--- config.mk ---
export PLATFORM = sky130hd
export DESIGN_NAME = clk_div_prog
export DESIGN_NICKNAME = d
export VERILOG_FILES = /design/src/rtl/clk_div_prog.sv
export SDC_FILE = /design/constraint.sdc
export NUM_CORES = 1
export LEC_CHECK = 0
export ABC_CLOCK_PERIOD_IN_PS = 3900
export CAP_MARGIN = 10
export CORE_MARGIN = 2
export CORE_UTILIZATION = 56
export DETAILED_ROUTE_END_ITERATION = 7
export PLACE_DENSITY = 0.81
export SYNTH_ARGS = -nofsm -noshare
export SYNTH_HDL_FRONTEND = slang
export SYNTH_SLANG_ARGS = --single-unit
--- constraint.sdc ---
create_clock -name clock_in -period 3.9 [get_ports clock_in]
set_input_delay 0.975 -clock clock_in [delete_from_list [all_inputs] [get_ports clock_in]]
set_output_delay 0.975 -clock clock_in [all_outputs]
set_load 0.01 [all_outputs]
--- src/rtl/clk_div_prog.sv ---
// Programmable clock divider: registered divided clock with a tick on
// each rising edge; new divisors take effect only at a period boundary.
module clk_div_prog #(
    parameter int WIDTH     = 16,
    parameter int RESET_DIV = 4
) (
    input  logic             clock_in,
    input  logic             reset,
    input  logic             enable,
    input  logic [WIDTH-1:0] div_in,
    input  logic             div_load,
    output logic             clock_out,
    output logic             tick,
    output logic             pending,
    output logic [WIDTH-1:0] div_cur
);

    localparam logic [WIDTH-1:0] RST_DIV   = WIDTH'(RESET_DIV);
    localparam logic [WIDTH-1:0] RST_CLAMP =
        (RESET_DIV < 2) ? WIDTH'(2) : WIDTH'(RESET_DIV);

    logic [WIDTH-1:0] cnt;
    logic [WIDTH-1:0] div_active;
    logic [WIDTH-1:0] div_pend;
    logic [WIDTH-1:0] half;
    logic [WIDTH-1:0] last;
    logic             boundary;
    logic             apply;

    // Divisors below 2 cannot form a period with both phases.
    function automatic logic [WIDTH-1:0] clamp_div(
        input logic [WIDTH-1:0] v
    );
        return (v < WIDTH'(2)) ? WIDTH'(2) : v;
    endfunction

    assign half     = div_active >> 1;
    assign last     = div_active - WIDTH'(1);
    assign boundary = enable && (cnt == last);
    assign apply    = boundary && pending;

    always_ff @(posedge clock_in) begin
        if (reset) begin
            cnt        <= '0;
            clock_out  <= 1'b0;
            tick       <= 1'b0;
            pending    <= 1'b0;
            div_pend   <= RST_DIV;
            div_active <= RST_CLAMP;
        end else begin
            if (enable) begin
                clock_out <= (cnt >= half);
                tick      <= (cnt == half);
                cnt       <= boundary ? '0 : cnt + WIDTH'(1);
            end else begin
                tick <= 1'b0;
            end
            if (apply) begin
                div_active <= clamp_div(div_pend);
            end
            // A load on the boundary applies the old value and keeps
            // the new one pending for the following boundary.
            if (div_load) begin
                div_pend <= div_in;
                pending  <= 1'b1;
            end else if (apply) begin
                pending <= 1'b0;
            end
        end
    end

    assign div_cur = div_active;

endmodule

# Yosys cells after proc, flatten, opt, wreduce, memory -nomap -nowiden
# Index checks and enable logic that the tools add are counted.
# Widths: inputs -> output; s select.
# classes
mux	4
n_eq_ne	2
bitwise	1
n_addsub	2
order_cmp	2
reduce_logical	4
# op_table
operator	n
$mux 16	2
$add 16x1->16 const B	1
$eq 16x15->1	1
$eq 16x16->1	1
$ge 16x15->1	1
$lt 16x2->1 const B	1
$sub 16x1->16 const B	1
$logic_and 1x1->1	2
$mux 1	2
$reduce_bool 2->1	1
$reduce_or 2->1	1
$not 1->1	1
# totals
reg_bits	51
elab_cells	21
input_bits	20
output_inout_bits	19

# Logic depth before layout (Yosys ltp)
# logic_depth
word_depth	6
mapped_depth	10
mapped_depth_nobuf	9

# Least setup slack after synthesis
# Ideal clock, no wire load.
# synth_timing
kind	reg-to-reg
startpoint	register div_active[0], in the netlist div_cur[0]
endpoint	register cnt[11]
arrival_ps	2817
period_less_slack_ps	2932
path_buffers	1
setup_ps	115
path_stages_with_launch	11
path_slack_ps	968
required_time_ps	3785
cell_sequence	dfxtp_1 > inv_1 > ha_1 > or3b_4 > or4_1 > a2111oi_1 > o211ai_1 > or4_4 > nand2b_4 > buf_12 > nor2_2
# synth_between
elab_chain_len	4
# synth_rtl
item	line_no	rtl
start: declaration	23	logic [WIDTH-1:0] div_active;
start signal: assignment	59	div_active <= clamp_div(div_pend);
$sub 16x1->16	38	assign last = div_active - WIDTH'(1);
$eq 16x16->1	39	assign boundary = enable && (cnt == last);
$logic_and 1x1->1	39	
$mux 16	54	cnt <= boundary ? '0 : cnt + WIDTH'(1);
end signal: assignment	54	
end: declaration	22	logic [WIDTH-1:0] cnt;
# Every way passes these cells.
# A chain may end at the register's enable or synchronous reset.

# Worst setup path in the final report
# layout_timing
startpoint	register div_active[1], in the netlist div_cur[1]
endpoint	register cnt[1]
# Same word-level chain as after synthesis.

==> out/results.tsv <==
metric	value	unit
status	finished clean	
Pins Over Slew Limit	0	
cell depth of the worst min-delay path	2	
leak pwr	1.492	nW
FFs w/ async S/R, synth	0	
Core Region	5205	um^2
RSZ-0062 raised after global routing	false	
die area	6107	um^2
Hold EP	div_cur[0]	
initial antenna violation count	0	
Setup Slack @ Placement	724.7	ps
Synth area leader	dfxtp_1	
number of post-CTS setup repair buffers	0	
crit path time final	3292	ps
PortBufs	38	
crit-path max FO	15	
slew margin rel.	0.3158	
number of global-route vias before repair	2405	
Worst Max-Slew Pin Slew	1023	ps
R2R setup slack	610	ps
worst-case vdd ir drop	0.0001757	V
Num CTS Buffers	5	
Critical Path AT	3480	ps
drt pass-1 iters	6	
RR Endpoint	cnt[1]	
Worst path slowest cell	or4_4	
r2r startpoint	div_cur[1]	
Clock Latency Late Sink	310	ps
Clock Path Buffers	2	
initial drt markers	196	
total track usage	0.2311	
gpl congestion	0.9345	
Crit. End Element	flop	
maximum clock rate	303.8	MHz
CTS tree	built	
Avg Cell Area, Syn	8.823	um^2
Via density	5.756	
Post-synth EDFFs	0	
placed inst area	3471	um^2
R2R depth	9	
ANT cells	0	
Yosys reg bits	51	
Syn. warnings	0	
cts hold-fix bufs	0	
Placed Instances	442	
Root Driver	clkbuf_8	
Setup Crit Path Kind	reg2reg	
post-synthesis instance area	3079	um^2
Max-Cap Viols	0	
final core area utilization	0.6839	
die extent in y	78.15	um
Setup TNS	0	ps
ANT nets after route	0	
largest net degree at the start of global routing	45	
TritonCTS Sinks	51	
Startpoint Class	flop	
final hold viol count	0	
Worst Setup Slack, final	608.4	ps
io pins	39	
worst-path cell chain	inv_1 -> ha_1 -> or3b_4 -> or4_1 -> a2111oi_1 -> o211ai_1 -> or4_4 -> nand2b_4 -> o32ai_1	
H-tree depth	2	
area delta synth->final	15.60	%
top post-synthesis cells by area	dfxtp_1, mux2i_1, ha_1	
DR WL/cell	14.52	um
Critical Path RT	4080	ps
Hold Startpoint	div_pend[0]	
GRT Residual Overflow	0	
Fin Clk Skew	6.862	ps
Syn Inst Count	349	
die span in x	78.15	um
Setup-failing EPs final	0	
CTS resizes	0	
CP max stage delay	490	ps
Layout Cells excl Fill	450	
sequential share of the synthesized area	0.3316	
post-synth net total	386	
via count	2590	
DR DRC count	0	
Synth top area share	0.3316	
row cnt	26	
DP Wirelength	4934	um
power per cell area	265.7	nW/um^2
NumNets Final	416	
first-pass GRT wire length	11350	um
final instance area	3560	um^2
Distinct cells, synth	50	
Total Routed Length	6536	um
period utilisation layout	0.8440	
worst hold-check path type	reg2reg	
clk slew on worst S/H paths	90	ps
Most used DFF post-synth	dfxtp_1	
Initial Util	0.5916	
share of cells above drive strength 1	0.07105	
[how the worst max path moves through the flow]
stage,startpoint,to,slack (ps),cells past startpoint
5_1_grt,div_cur[0],div_cur[11],420,10
2_1_floorplan,div_cur[0],cnt[11],970,10
4_1_cts,div_cur[0],cnt[1],640,9
6_report,div_cur[1],cnt[1],610,9
3_5_place_dp,div_cur[1],cnt[1],720,9
3_3_place_gp,div_cur[1],cnt[1],860,9
[power breakdown]
| part | switching [mW] | internal [mW] |
|---|---|---|
| clock network | 0.179 | 0.129 |
| registers | 0.0120 | 0.534 |
| logic | 0.0406 | 0.0513 |
[worst max-delay path: cells and delay by family, from the launching register on]
kind	cells	cell delay (ps)
AO/OA/AOI/OAI	3	840
adder cells (fa/ha/maj)	1	230
buffers and inverters	1	100
flip-flops	1	370
AND/OR/NAND/NOR	4	1640
[area by class of cell]
type	instances	area (um^2)
multi-input cells	260	1872
fillers	436	1645
flip-flops and latches	51	1021
repair buffers	41	415.4
well taps	70	87.58
inverters	20	75.07
clock buffers	6	72.57
clock inverters	2	16.27
[routing by layer]
layer  GRT usage  up-vias  wire, um
li1            -     1279         -
met1      0.3092     1220      3026
met2      0.3767       81      3103
met3     0.04828       10       336
met4     0.06842        0        70
met5           0        -         0
[flip-flops by register name, summed over array words and instances, names as in the netlist]
name       count
clock_out      1
cnt           16
div_cur       16
div_pend      16
pending        1
tick           1
[cells by family after synthesis]
family | count (synthesis) | share of synthesized area
flops | 51 | 0.3316
compound gates | 35 | 0.07964
fa+ha+maj | 17 | 0.06908
simple gates | 145 | 0.2670
mux | 31 | 0.1012
buf+inv | 38 | 0.06054
xor+xnor | 32 | 0.09102
[layout by cell type (no fill, tap or decap), types with 12 or more instances in the layout]
cell type,synthesis,layout
dfxtp_1,51,51
clkdlybuf4s50_1,0,38
nor2_1,36,36
mux2i_1,30,30
nand2b_1,27,27
inv_1,20,20
xnor2_1,18,18
ha_1,17,17
xor2_1,14,14
nand3_1,12,12
[Yosys cell counts, types with 2 or more instances]
cell / instances
nor4_2: 2
nor2_2: 10
o31ai_1: 3
a221o_1: 2
nand2b_1: 27
a21o_1: 4
ha_1: 17
o21a_1: 2
nor3_1: 7
o21ai_0: 3
inv_1: 20
nand2_1: 10
nand3_1: 12
buf_6: 3
xnor2_1: 18
or4_4: 2
clkbuf_1: 12
a21oi_1: 9
or4_1: 5
nand4_1: 9
nor2_1: 36
and3_1: 5
dfxtp_1: 51
o211ai_1: 3
nor4_1: 7
nor2b_1: 3
mux2i_1: 30
xor2_1: 14
and4_1: 2
[through the flow]
stage                     total power, mW  hold slack (ps)
after global routing               0.9859            520.1
after floorplan                    0.6132            460.6
after global placement             0.6478            474.0
final                              0.9459            495.3
after CTS                          0.9530            497.4
after detailed placement           0.6497            483.9
(Power assumes the default switching activity.)
